## src/rtl/apb4_master_if.sv

```systemverilog
// apb4_master_if: request/response and APB4 bus signals of apb4_master
interface apb4_master_if #(
   parameter int ADDR_WIDTH = 32,
   parameter int DATA_WIDTH = 32
);
   logic                  req_valid;
   logic                  req_ready;
   logic [ADDR_WIDTH-1:0] req_addr;
   logic                  req_write;
   logic [DATA_WIDTH-1:0] req_wdata;
   logic [3:0]            req_strb;
   logic [2:0]            req_prot;
   logic                  rsp_valid;
   logic                  rsp_ready;
   logic [DATA_WIDTH-1:0] rsp_rdata;
   logic                  rsp_err;
   logic                  rsp_timeout;
   logic [ADDR_WIDTH-1:0] paddr;
   logic [2:0]            pprot;
   logic                  psel;
   logic                  penable;
   logic                  pwrite;
   logic [DATA_WIDTH-1:0] pwdata;
   logic [3:0]            pstrb;
   logic [DATA_WIDTH-1:0] prdata;
   logic                  pready;
   logic                  pslverr;
   modport master (
      input  req_valid, req_addr, req_write, req_wdata, req_strb, req_prot, rsp_ready,
             prdata, pready, pslverr,
      output req_ready, rsp_valid, rsp_rdata, rsp_err, rsp_timeout,
             paddr, pprot, psel, penable, pwrite, pwdata, pstrb
   );
   modport slave (
      output req_valid, req_addr, req_write, req_wdata, req_strb, req_prot, rsp_ready,
             prdata, pready, pslverr,
      input  req_ready, rsp_valid, rsp_rdata, rsp_err, rsp_timeout,
             paddr, pprot, psel, penable, pwrite, pwdata, pstrb
   );
endinterface

```

## src/rtl/apb4_master.sv

```systemverilog
// apb4_master: valid/ready to APB4 initiator; define APB4_MASTER_TIMEOUT_EN for bounded ACCESS wait with abort
module apb4_master #(
   parameter int ADDR_WIDTH     = 32,
   parameter int DATA_WIDTH     = 32,
   parameter int TIMEOUT_CYCLES = 255
) (
   input logic           pclk,
   input logic           preset,
   apb4_master_if.master bus
);
   typedef enum logic [1:0] {IDLE, SETUP, ACCESS, RESP} state_t;
   state_t                state_q, state_d;
   logic [ADDR_WIDTH-1:0] addr_q, addr_d;
   logic                  write_q, write_d;
   logic [DATA_WIDTH-1:0] wdata_q, wdata_d;
   logic [3:0]            strb_q, strb_d;
   logic [2:0]            prot_q, prot_d;
   logic [DATA_WIDTH-1:0] rdata_q, rdata_d;
   logic                  err_q, err_d;
   logic                  timeout;
   if (TIMEOUT_CYCLES < 1) begin : g_bad_timeout
      $error("TIMEOUT_CYCLES must be >= 1");
   end
`ifdef APB4_MASTER_TIMEOUT_EN
   localparam int CW = $clog2(TIMEOUT_CYCLES + 1);
   logic [CW-1:0] cnt_q, cnt_d;
   logic          to_q, to_d;
   // pready in the last counted cycle still completes normally
   assign timeout = state_q == ACCESS && !bus.pready && cnt_q == CW'(TIMEOUT_CYCLES - 1);
`else
   assign timeout = 1'b0;
`endif

   always_ff @(posedge pclk) begin
      if (preset) begin
         state_q <= IDLE;
         addr_q  <= '0;
         write_q <= 1'b0;
         wdata_q <= '0;
         strb_q  <= '0;
         prot_q  <= '0;
         rdata_q <= '0;
         err_q   <= 1'b0;
`ifdef APB4_MASTER_TIMEOUT_EN
         cnt_q   <= '0;
         to_q    <= 1'b0;
`endif
      end else begin
         state_q <= state_d;
         addr_q  <= addr_d;
         write_q <= write_d;
         wdata_q <= wdata_d;
         strb_q  <= strb_d;
         prot_q  <= prot_d;
         rdata_q <= rdata_d;
         err_q   <= err_d;
`ifdef APB4_MASTER_TIMEOUT_EN
         cnt_q   <= cnt_d;
         to_q    <= to_d;
`endif
      end
   end

   always_comb begin
      state_d = state_q;
      addr_d  = addr_q;
      write_d = write_q;
      wdata_d = wdata_q;
      strb_d  = strb_q;
      prot_d  = prot_q;
      rdata_d = rdata_q;
      err_d   = err_q;
`ifdef APB4_MASTER_TIMEOUT_EN
      cnt_d   = cnt_q;
      to_d    = to_q;
`endif
      case (state_q)
         IDLE: if (bus.req_valid) begin
            state_d = SETUP;
            addr_d  = bus.req_addr;
            write_d = bus.req_write;
            // reads present zero data and strobes on the bus
            wdata_d = bus.req_write ? bus.req_wdata : '0;
            strb_d  = bus.req_write ? bus.req_strb : '0;
            prot_d  = bus.req_prot;
         end
         SETUP: begin
            state_d = ACCESS;
`ifdef APB4_MASTER_TIMEOUT_EN
            cnt_d   = '0;
`endif
         end
         ACCESS: begin
`ifdef APB4_MASTER_TIMEOUT_EN
            cnt_d = bus.pready ? cnt_q : cnt_q + 1'b1;
            to_d  = timeout;
`endif
            if (bus.pready || timeout) begin
               state_d = RESP;
               rdata_d = (bus.pready && !write_q) ? bus.prdata : '0;
               err_d   = bus.pready ? bus.pslverr : 1'b1;
            end
         end
         RESP: if (bus.rsp_ready) state_d = IDLE;
         default: state_d = IDLE;
      endcase
   end

   always_comb begin
      bus.req_ready = !preset && state_q == IDLE;
      bus.psel      = !preset && (state_q == SETUP || state_q == ACCESS);
      bus.penable   = !preset && state_q == ACCESS;
      bus.rsp_valid = !preset && state_q == RESP;
      bus.rsp_rdata = rdata_q;
      bus.rsp_err   = err_q;
`ifdef APB4_MASTER_TIMEOUT_EN
      bus.rsp_timeout = to_q;
`else
      bus.rsp_timeout = 1'b0;
`endif
      bus.paddr  = addr_q;
      bus.pwrite = write_q;
      bus.pwdata = wdata_q;
      bus.pstrb  = strb_q;
      bus.pprot  = prot_q;
   end
endmodule

```

## src/flat_wrapper.sv

```systemverilog
// flat-port wrapper written by rule: the top's interface ports become plain ports
module apb4_master_flat 
#(
   parameter int ADDR_WIDTH     = 32,
   parameter int DATA_WIDTH     = 32,
   parameter int TIMEOUT_CYCLES = 255
)
  (pclk, preset, bus_req_valid, bus_req_addr, bus_req_write, bus_req_wdata, bus_req_strb, bus_req_prot, bus_rsp_ready, bus_prdata, bus_pready, bus_pslverr, bus_req_ready, bus_rsp_valid, bus_rsp_rdata, bus_rsp_err, bus_rsp_timeout, bus_paddr, bus_pprot, bus_psel, bus_penable, bus_pwrite, bus_pwdata, bus_pstrb);
  apb4_master_if #(.ADDR_WIDTH(ADDR_WIDTH), .DATA_WIDTH(DATA_WIDTH)) bus_i ();
  input logic pclk;
  input logic preset;
  input wire logic [$bits(bus_i.req_valid)-1:0] bus_req_valid;
  input wire logic [$bits(bus_i.req_addr)-1:0] bus_req_addr;
  input wire logic [$bits(bus_i.req_write)-1:0] bus_req_write;
  input wire logic [$bits(bus_i.req_wdata)-1:0] bus_req_wdata;
  input wire logic [$bits(bus_i.req_strb)-1:0] bus_req_strb;
  input wire logic [$bits(bus_i.req_prot)-1:0] bus_req_prot;
  input wire logic [$bits(bus_i.rsp_ready)-1:0] bus_rsp_ready;
  input wire logic [$bits(bus_i.prdata)-1:0] bus_prdata;
  input wire logic [$bits(bus_i.pready)-1:0] bus_pready;
  input wire logic [$bits(bus_i.pslverr)-1:0] bus_pslverr;
  output wire logic [$bits(bus_i.req_ready)-1:0] bus_req_ready;
  output wire logic [$bits(bus_i.rsp_valid)-1:0] bus_rsp_valid;
  output wire logic [$bits(bus_i.rsp_rdata)-1:0] bus_rsp_rdata;
  output wire logic [$bits(bus_i.rsp_err)-1:0] bus_rsp_err;
  output wire logic [$bits(bus_i.rsp_timeout)-1:0] bus_rsp_timeout;
  output wire logic [$bits(bus_i.paddr)-1:0] bus_paddr;
  output wire logic [$bits(bus_i.pprot)-1:0] bus_pprot;
  output wire logic [$bits(bus_i.psel)-1:0] bus_psel;
  output wire logic [$bits(bus_i.penable)-1:0] bus_penable;
  output wire logic [$bits(bus_i.pwrite)-1:0] bus_pwrite;
  output wire logic [$bits(bus_i.pwdata)-1:0] bus_pwdata;
  output wire logic [$bits(bus_i.pstrb)-1:0] bus_pstrb;
  assign bus_i.req_valid = bus_req_valid;
  assign bus_i.req_addr = bus_req_addr;
  assign bus_i.req_write = bus_req_write;
  assign bus_i.req_wdata = bus_req_wdata;
  assign bus_i.req_strb = bus_req_strb;
  assign bus_i.req_prot = bus_req_prot;
  assign bus_i.rsp_ready = bus_rsp_ready;
  assign bus_i.prdata = bus_prdata;
  assign bus_i.pready = bus_pready;
  assign bus_i.pslverr = bus_pslverr;
  assign bus_req_ready = bus_i.req_ready;
  assign bus_rsp_valid = bus_i.rsp_valid;
  assign bus_rsp_rdata = bus_i.rsp_rdata;
  assign bus_rsp_err = bus_i.rsp_err;
  assign bus_rsp_timeout = bus_i.rsp_timeout;
  assign bus_paddr = bus_i.paddr;
  assign bus_pprot = bus_i.pprot;
  assign bus_psel = bus_i.psel;
  assign bus_penable = bus_i.penable;
  assign bus_pwrite = bus_i.pwrite;
  assign bus_pwdata = bus_i.pwdata;
  assign bus_pstrb = bus_i.pstrb;
  apb4_master #(.ADDR_WIDTH(ADDR_WIDTH), .DATA_WIDTH(DATA_WIDTH), .TIMEOUT_CYCLES(TIMEOUT_CYCLES)) u_core (.pclk(pclk), .preset(preset), .bus(bus_i));
endmodule
```

## config.mk

```make
export PLATFORM = sky130hd
export DESIGN_NAME = apb4_master_flat
export DESIGN_NICKNAME = d
export VERILOG_FILES = /design/src/rtl/apb4_master_if.sv /design/src/rtl/apb4_master.sv /design/src/flat_wrapper.sv
export SDC_FILE = /design/constraint.sdc
export NUM_CORES = 1
export LEC_CHECK = 0
export BUFFER_PORTS_ARGS = -buffer_cell sky130_fd_sc_hd__buf_2
export CAP_MARGIN = 10
export CORE_MARGIN = 2
export CORE_UTILIZATION = 40
export DETAILED_ROUTE_END_ITERATION = 16
export GPL_TIMING_DRIVEN = 0
export PLACE_DENSITY = 0.73
export SLEW_MARGIN = 30
export SYNTH_ARGS = -nofsm -noshare
export SYNTH_HDL_FRONTEND = slang
export SYNTH_SLANG_ARGS = --single-unit
```

## constraint.sdc

```tcl
create_clock -name pclk -period 1.6 [get_ports pclk]
set_clock_uncertainty 0.1 [all_clocks]
set_input_delay 0.16 -clock pclk [delete_from_list [all_inputs] [get_ports pclk]]
set_output_delay 0.16 -clock pclk [all_outputs]
set_load 0.01 [all_outputs]
```

==> results of run 1 <==
==> registers in the layout (all words and copies together), names as in the netlist <==
register and flops:
u_core.bus.paddr 32, u_core.bus.pwdata 32, u_core.bus.rsp_rdata 32, u_core.bus.pstrb 4, u_core.bus.pprot 3, u_core.state_q 2
u_core.bus.pwrite 1, u_core.bus.rsp_err 1
==> per-layer routing <==
layer	vias up	wire length (um)	share of wire, %	track usage (%)
met5	-	0	0	0
met4	0	345	2.3	9.855
met3	36	953	6.3	4.901
met2	206	7950	53	45.70
met1	2268	5884	39	25.39
li1	2321	-	-	-
==> cell type report <==
cell class | count | area, um^2
clock buffer | 12 | 155.1
inverter | 2 | 10.01
timing repair buffer | 326 | 2182
clock inverter | 2 | 12.51
sequential | 107 | 2147
buffer | 45 | 327.8
fill | 849 | 3816
multi-input combinational | 336 | 2014
tap | 140 | 175.2
==> worst max path at each step <==
stage,endpoint,slack (ns),cells after the start,startpoint
final,bus_rsp_valid,0.04,4,u_core.state_q[0]
after global routing,bus_psel,-0.02,4,u_core.state_q[1]
after CTS,bus_penable,-0.04,6,u_core.state_q[0]
after detailed placement,u_core.bus.pwdata[16],-0.28,6,u_core.state_q[0]
after global placement,u_core.bus.pwdata[17],-0.20,6,u_core.state_q[0]
after floorplan,u_core.state_q[1],0.12,6,u_core.state_q[0]
==> worst reg2reg max path: cells and delay by family, from the launching register on <==
kind	cells	cell delay, ns
AO/OA/AOI/OAI	1	0.17
AND/OR/NAND/NOR	2	0.25
buffers and inverters	3	0.40
adder cells (fa/ha/maj)	1	0.16
flip-flops	1	0.37
==> power by group through the flow <==
stage | Combinational (uW) | Clock [uW] | Sequential (uW)
after CTS | 2660 | 1530 | 3160
after global placement | 2290 | 0 | 3190
final | 2780 | 1490 | 3170
after detailed placement | 2340 | 0 | 3210
after floorplan | 1390 | 0 | 3330
after global routing | 3010 | 1630 | 3200
==> synthesized netlist by cell type <==
cell,instances
nor2_1,2
inv_1,2
a21oi_2,30
mux2_4,1
nand2_1,143
nand3_1,3
nand2b_1,3
a31oi_1,1
ha_1,4
nand4b_1,32
buf_8,2
buf_4,4
buf_12,3
nor2b_1,4
and2_4,1
o21a_1,1
and3_4,1
dfxtp_1,107
conb_1,1
buf_2,23
clkbuf_1,9
buf_6,4
a21oi_1,75
nand3_2,34
buf_1,1
==> placed cells by master, fill, tap and decap left out <==
master,instances
mux2_4,1
ha_2,1
nand2b_1,3
and2_4,1
nand3_1,3
dfxtp_2,1
nand2_1,142
clkbuf_8,11
and3_4,1
dfxtp_1,105
buf_8,2
buf_4,12
dlygate4sd3_1,105
nor2b_1,2
o21a_1,1
nor2b_4,2
nor2_1,2
buf_1,1
clkinvlp_4,1
buf_6,7
inv_4,1
a21oi_2,30
a21oi_1,75
nand3_2,34
dfxtp_4,1
nand4b_1,32
clkbuf_1,9
buf_2,233
inv_2,1
ha_4,2
a31oi_1,1
clkinv_2,1
ha_1,1
buf_12,3
conb_1,1
nand2_4,1
==> cells by family after synthesis <==
logic type,share of synthesized area (%)
buffers and inverters,7.340
muxes,0.3387
and+or+nand+nor,28.06
other,0.08462
adders and majority gates,1.129
DFF,48.33
AOI/OAI and AO/OA,14.71
==> timing repair <==
| action | CTS | global route |
|---|---|---|
| hold buffers | 105 | 0 |
| setup endpoints to repair | 86 | 74 |
| gates resized for setup | 20 | 8 |
| setup buffers | 4 | 1 |
| endpoints found under the hold margin | 104 | 0 |
| pin swaps | 1 | 1 |
==> metrics by stage <==
stage	utilization (%)	area, um^2
after global placement	52.47	5688
after global routing	64.80	7024
after CTS	64.52	6994
after floorplan	-	4432
final	64.80	7024
after detailed placement	52.47	5688
==> flow_metrics.py, run 1 <==
metrics = {
    "cells_and_area": {
        "layout.cells.non_filler": 970,
        "drive_above_1_share_pct": 41.81,
        "nNetsFinal": 941,
        "area_growth_pct": 58.50,
        "diodes": 0,
    },
    "power": {
        "intPower_uw": 4905,
        "power_leakage_uw": 0.003044,
        "switching_power_uw": 2532,
        "p_total_uw": 7436,
        "pwr-share-seq_pct": 42.7,
        "p_sw_share_pct": 34.04,
        "clkPwrFrac_pct": 20.0,
        "comb_power_share_pct": 37.3,
        "vdd_drop_max_mv": 0.4839,
        "powerDensity_nw_per_um2": 1059,
    },
    "die": {
        "dieArea_um2": 11940,
        "row_count": 38,
        "initial_core_util_pct": 40.88,
        "pin_count": 220,
        "core_area_um2": 10840,
        "die_y_um": 109.3,
        "die_w_um": 109.3,
    },
    "setup_path": {
        "reg2reg_from": "u_core.state_q[1]",
        "crit_family": "flip-flops",
        "crit_buf_inv": 2,
        "critical_path.max_stage_delay_ns": 0.37,
        "required_ns": 1.34,
        "cp_cell_sequence": "buf_4 > ha_2 > nor2b_1 > buf_2",
        "r2r_slack_ns": 0.08,
        "slowest_stage": "dfxtp_2",
        "startpoint_type": "flop",
        "setup.worst_path.class": "flop to primary output",
        "rr_worst_depth": 7,
        "end_kind": "primary output",
        "r2r-end": "u_core.bus.pwdata[17]",
        "path_max_fanout": 2,
        "cp.arrival_ns": 1.30,
    },
    "routing": {
        "drtAntennaViolNets": 0,
        "drtIter0Drc": 360,
        "drt_first_pass_iters": 4,
        "routed_wl_mm": 15.13,
        "routed_via_density": 4.980,
        "drc": 0,
        "vias": 4831,
        "wire_per_inst_um": 15.60,
    },
    "timing": {
        "slew_viol_final": 0,
        "post-route-min-period_ns": 1.558,
        "fin_ws_ns": 0.04174,
        "finalSetupTns_ns": 0,
        "finalHoldViolCount": 0,
        "max_slew.worst_pin.slew_ns": 0.5652,
        "holdWs_ns": 0.07743,
        "setup_viol": 0,
        "relSlewSlack_pct": 62.32,
        "finalCritPeriodShare_pct": 97.39,
        "max_freq_mhz": 641.7,
    },
    "place": {
        "gp_congestion": 0.7927,
        "post-place-ws_ns": -0.2810,
        "place_inst": 847,
        "io_buffer_count": 216,
        "post-dp-hpwl_mm": 9.550,
    },
    "cts": {
        "numCtsBuffers": 9,
        "cts_tree": "done",
        "clk_latency_ns": 0.35,
        "cts_htree_levels": 3,
        "path_clk_slew_ns": 0.09,
        "cts_sinks": 107,
        "clockBufferDepth": 2,
        "cts_root_buf": "clkbuf_8",
    },
    "synth": {
        "syn_nets": 605,
        "yosysSeqAreaShare_pct": 48.33,
        "synth.avg_cell_area_um2": 9.026,
        "yosys.area.top_type": "dfxtp_1",
        "synthCells": 491,
        "synth_area_leaders": "dfxtp_1 (48%), nand2_1 (12%), a21oi_1 (8.5%)",
        "ys_warn_count": 0,
        "synth_area_um2": 4432,
        "synth_top_area_share_pct": 48.33,
        "synthDistinctLibCells": 25,
        "ys_ff_latch": 107,
    },
    "global_routing": {
        "antenna_found_initial": 0,
        "grt_pass1_wl_mm": 22.30,
        "grt-ovfl-total": 0,
        "track_usage_pct": 23.96,
        "grt_max_degree": 16,
        "grt_pass1_vias": 4799,
    },
    "flow_run": {
        "maxCapViolations": 0,
    },
    "run_status": {
        "status": "finished clean",
    },
    "worst_hold_path": {
        "min_from": "bus_req_write",
        "holdPathEnd": "u_core.bus.pstrb[0]",
        "hold_depth": 3,
        "hold_path.class": "input port to flop",
    },
}
(Power assumes the default switching activity.)
==> run 2, diff against run 1 <==
PLACE_DENSITY = 0.74   (was 0.73)
==> run 2 against run 1 <==
Worst setup slack worse by 0.031 ns. Via count is 1.3% lower. Maximum frequency is 2.0% lower. Final area is 0.21% higher. Sequential share of layout area is 0.065 points lower. Non-clock buffer count is 2 lower. Critical path depth is 1 higher. Flip-flop and latch count stayed put. Register-to-register slack hardly changed. Utilization is 0.14 points higher. Largest cell class unchanged.
==> flow_metrics.py, run 2 (synthesized netlist as in run 1, its figures left out) <==
metrics = {
    "setup_path": {
        "slowest_stage": "dfxtp_2",
        "end_kind": "primary output",
        "r2r-end": "u_core.state_q[1]",
        "path_max_fanout": 3,
        "crit_family": "flip-flops",
        "cp-startpoint": "u_core.state_q[0]",
        "r2r_slack_ns": 0.07,
        "reg2reg_from": "u_core.state_q[0]",
        "critical_path.max_stage_delay_ns": 0.37,
        "rr_worst_depth": 6,
        "setup.worst_path.class": "flop to primary output",
        "cp.arrival_ns": 1.33,
        "startpoint_type": "flop",
        "cp_cell_sequence": "inv_4 > ha_4 > buf_6 > nor2b_1 > buf_2",
        "crit_buf_inv": 3,
        "required_ns": 1.34,
    },
    "cts": {
        "cts_sinks": 107,
        "cts_root_buf": "clkbuf_8",
        "cts_tree": "done",
        "clockBufferDepth": 2,
        "path_clk_slew_ns": 0.09,
        "clk_latency_ns": 0.36,
        "numCtsBuffers": 9,
        "cts_htree_levels": 3,
    },
    "routing": {
        "drc": 0,
        "wire_per_inst_um": 15.24,
        "routed_via_density": 4.922,
        "vias": 4769,
        "routed_wl_mm": 14.77,
        "drt_first_pass_iters": 5,
        "drtAntennaViolNets": 0,
        "drtIter0Drc": 248,
    },
    "cells_and_area": {
        "multi_input_area_um2": 2007,
        "area_growth_pct": 58.84,
        "layout.cells.non_filler": 969,
        "fill_cells": 853,
        "diodes": 0,
        "final_common_cell": "buf_2",
        "drive_above_1_share_pct": 41.86,
        "seq_area_um2": 2147,
        "layout_common_cells": "buf_2 (234), nand2_1 (142), dfxtp_1 (105), dlygate4sd3_1 (103), a21oi_1 (75)",
        "nNetsFinal": 939,
    },
    "power": {
        "vdd_drop_max_mv": 0.5009,
        "power_leakage_uw": 0.003049,
        "powerDensity_nw_per_um2": 1100,
    },
    "die": {
        "initial_core_util_pct": 40.88,
        "core_area_um2": 10840,
        "die_w_um": 109.3,
        "row_count": 38,
        "die_y_um": 109.3,
        "dieArea_um2": 11940,
        "pin_count": 220,
    },
    "place": {
        "place_inst": 847,
        "post-place-ws_ns": -0.2856,
        "gp_congestion": 0.7683,
        "io_buffer_count": 216,
        "post-dp-hpwl_mm": 9.484,
    },
    "global_routing": {
        "grt_pass1_wl_mm": 22.02,
        "grt-ovfl-total": 0,
        "grt_pass1_vias": 4719,
        "grt_max_degree": 17,
        "antenna_found_initial": 0,
        "track_usage_pct": 23.75,
    },
    "timing": {
        "relSlewSlack_pct": 60.85,
        "setup_viol": 0,
        "slew_viol_final": 0,
        "rsz0062_at_grt": "true",
        "post-route-min-period_ns": 1.590,
        "finalHoldViolCount": 0,
        "fin_ws_ns": 0.01034,
        "max_slew.worst_pin.slew_ns": 0.5873,
        "finalCritPeriodShare_pct": 99.35,
        "max_freq_mhz": 629.1,
    },
    "worst_hold_path": {
        "min_from": "bus_prdata[20]",
        "holdPathEnd": "u_core.bus.rsp_rdata[20]",
        "hold_depth": 3,
        "hold_path.class": "input port to flop",
    },
    "run_status": {
        "status": "finished clean",
    },
    "flow_run": {
        "maxCapViolations": 0,
    },
}
-- run 2: changes by cell type in the layout (fill, tap and decap cells not counted), sizes merged --
cell,previous run,this run
clkinvlp,1,2
dlygate4sd3,105,103
buf,258,257
clkinv,1,0
bufinv,0,2
-- run 2: worst min-delay path, delay by kind of cell --
family                 cells  cell delay, ns
buffers and inverters      1            0.10
AO/OA/AOI/OAI              1            0.08
AND/OR/NAND/NOR            1            0.10
-- run 2: worst max path at each step --
stage	depth (start not counted)	end	slack, ns
detailed placement	6	u_core.bus.pwdata[16]	-0.29
finish	5	bus_penable	0.01
global placement	6	u_core.bus.pwdata[19]	-0.21
floorplan	6	u_core.state_q[1]	0.12
global route	5	bus_penable	-0.03
CTS	6	bus_penable	-0.07
-- run 2: through the flow --
stage	util, %	total power [uW]	TNS, ns	hold slack, ns	area, um^2
3_5_place_dp	52.47	5565	-10.50	0.3085	5688
6_report	64.94	7745	0	0.02397	7039
3_3_place_gp	52.47	5486	-6.335	0.3020	5688
2_1_floorplan	-	4729	0	0.1960	4432
5_1_grt	64.94	8160	-0.06128	0.01071	7039
4_1_cts	64.59	7701	-0.07090	0.0003508	7002
-- run 2: routing by layer --
metal,up-vias,part of all wire (%),GRT usage (%)
li1,2317,-,-
met1,2210,39,25.44
met2,212,51,45.16
met3,30,7.3,5.559
met4,0,2.2,8.318
met5,-,0,0
-- run 2: report_power, final --
group / switching [uW] / internal [uW] / total [uW]
clock: 883 / 917 / 1800
sequential: 188 / 2990 / 3180
combinational: 1490 / 1280 / 2770
-- run 2: what timing repair did --
item                                   4_1_cts  5_1_grt
hold buffers                               102        1
pin swaps                                    1        0
endpoints found under the hold margin      101        1
buffers inserted                             4        1
setup endpoints to repair                  104       57
resized for setup                           17        7
-- run 2: area by class of cell --
cell class                 instances  share of cell area, %
tap                              140                  2.488
sequential                       107                  30.50
multi-input combinational        336                  28.51
clock inverter                     4                  1.066
inverter                           2                 0.1777
clock buffer                      11                  2.009
timing repair buffer             324                  30.63
buffer                            45                  4.621
==> run 3, diff against run 2 <==
ABC_CLOCK_PERIOD_IN_PS = 1600   (was not set)
PLACE_DENSITY = 0.85   (was 0.74)
==> run 3 against run 2 <==
Cell count fell by 0.21%. Combinational power rose by 2%. Hold slack got worse by 0.0011 ns. Maximum frequency rose by 1.1%. Critical path type unchanged. Largest cell class unchanged.
==> flow_metrics.py, run 3 (synthesized netlist as in run 1, its figures left out) <==
metrics = {
    "run_status": {
        "status": "finished clean",
    },
    "cts": {
        "clk_latency_ns": 0.37,
        "cts_root_buf": "clkbuf_8",
        "cts_tree": "done",
        "cts_sinks": 107,
        "cts_htree_levels": 3,
        "clockBufferDepth": 2,
        "numCtsBuffers": 9,
        "path_clk_slew_ns": 0.11,
    },
    "setup_path": {
        "reg2reg_from": "u_core.state_q[1]",
        "r2r_slack_ns": 0.09,
        "slowest_stage": "dfxtp_4",
        "end_kind": "primary output",
        "startpoint_type": "flop",
        "crit_family": "flip-flops",
        "critical_path.max_stage_delay_ns": 0.39,
        "crit_buf_inv": 2,
        "cp_cell_sequence": "inv_4 > ha_4 > nor2b_4 > buf_6",
        "r2r-end": "u_core.bus.pwdata[9]",
        "path_max_fanout": 3,
        "rr_worst_depth": 7,
        "cp.arrival_ns": 1.31,
        "setup.worst_path.class": "flop to primary output",
        "required_ns": 1.34,
    },
    "die": {
        "die_y_um": 109.3,
        "pin_count": 220,
        "die_w_um": 109.3,
        "initial_core_util_pct": 40.88,
        "row_count": 38,
        "dieArea_um2": 11940,
        "core_area_um2": 10840,
    },
    "global_routing": {
        "antenna_found_initial": 0,
        "grt-ovfl-total": 0,
        "grt_pass1_vias": 4940,
        "grt_max_degree": 20,
        "track_usage_pct": 25.71,
        "grt_pass1_wl_mm": 23.40,
    },
    "cells_and_area": {
        "nNetsFinal": 936,
        "drive_above_1_share_pct": 42.56,
        "diodes": 0,
        "layout.cells.non_filler": 967,
        "final_common_cell": "buf_2",
        "final_area_um2": 7041,
        "layout_common_cells": "buf_2 (229), nand2_1 (141), dfxtp_1 (105), dlygate4sd3_1 (100), a21oi_1 (75)",
        "area_growth_pct": 58.87,
    },
    "place": {
        "gp_congestion": 0.8072,
        "io_buffer_count": 216,
        "place_inst": 847,
        "place_area_um2": 5688,
        "post-dp-hpwl_mm": 9.637,
        "post-place-ws_ns": -0.3197,
    },
    "timing": {
        "slew_viol_final": 0,
        "rsz0062_at_grt": "true",
        "fin_ws_ns": 0.02814,
        "max_freq_mhz": 636.2,
        "holdWs_ns": 0.02284,
        "finalSetupTns_ns": 0,
        "setup_viol": 0,
        "finalHoldViolCount": 0,
        "post-route-min-period_ns": 1.572,
        "max_slew.worst_pin.slew_ns": 0.6135,
        "relSlewSlack_pct": 59.10,
        "finalCritPeriodShare_pct": 98.24,
    },
    "power": {
        "switching_power_uw": 2721,
        "vdd_drop_max_mv": 0.5360,
        "clkPwrFrac_pct": 22.7,
        "power_leakage_uw": 0.003053,
        "intPower_uw": 5040,
        "pwr-share-seq_pct": 40.9,
        "comb_power_share_pct": 36.5,
        "powerDensity_nw_per_um2": 1102,
        "p_sw_share_pct": 35.06,
    },
    "routing": {
        "routed_via_density": 5.038,
        "drt_first_pass_iters": 5,
        "routed_wl_mm": 15.97,
        "vias": 4872,
        "wire_per_inst_um": 16.51,
        "drtIter0Drc": 290,
        "drtAntennaViolNets": 0,
        "drc": 0,
    },
    "worst_hold_path": {
        "holdPathEnd": "u_core.bus.rsp_rdata[21]",
        "hold_depth": 3,
        "hold_path.class": "input port to flop",
        "min_from": "bus_prdata[21]",
    },
    "flow_run": {
        "maxCapViolations": 0,
    },
}
## run 3: worst max path at each step
| stage | to | start | cells past startpoint | slack, ns |
|---|---|---|---|---|
| after floorplan | u_core.state_q[1] | u_core.state_q[0] | 6 | 0.12 |
| after global placement | u_core.bus.pwdata[17] | u_core.state_q[0] | 6 | -0.29 |
| after detailed placement | u_core.bus.pwdata[11] | u_core.state_q[0] | 6 | -0.32 |
| after CTS | bus_penable | u_core.state_q[0] | 6 | -0.07 |
| after global routing | bus_psel | u_core.state_q[1] | 4 | -0.02 |
| final | bus_psel | u_core.state_q[1] | 4 | 0.03 |
## run 3: power groups by stage
stage	clock, uW	sequential (uW)	combinational (uW)
after floorplan	0	3330	1390
after global placement	0	3190	2340
after detailed placement	0	3200	2380
after CTS	1780	3160	2700
after global routing	1890	3200	3070
final	1760	3170	2830
## run 3: area by class of cell
cell class	instances	area [um^2]
plain buffers	45	341.6
clock buffers	9	123.9
inverters	2	12.51
fillers	850	3800
well taps	140	175.2
repair buffers	321	2132
clock inverters	7	83.83
flip-flops and latches	107	2147
multi-input cells	336	2024
## run 3: what timing repair did
action	CTS	global route
resized for setup	25	11
endpoints found under the setup margin	103	95
cloned	0	0
pin swaps	2	2
buffers inserted	3	2
endpoints found under the hold margin	99	0
hold buffers	100	0
## run 3: worst register-to-register path, delay by kind of cell (launching register included)
family | cells | cell delay, ns
buf+inv | 3 | 0.41
flops | 1 | 0.38
simple gates | 2 | 0.24
fa+ha+maj | 1 | 0.16
compound gates | 1 | 0.16
## run 3: stage by stage
stage          power (uW)  utilization, %
3_5_place_dp         5575           52.47
6_report             7761           64.95
2_1_floorplan        4729               -
3_3_place_gp         5530           52.47
5_1_grt              8161           64.95
4_1_cts              7636           64.53
## run 3: routing by layer
layer	up-vias	GRT usage [%]	wire (um)
met5	-	0	0
met3	50	7.233	1132
met1	2266	24.95	5913
met2	239	49.25	8352
met4	0	12.75	569
li1	2317	-	-
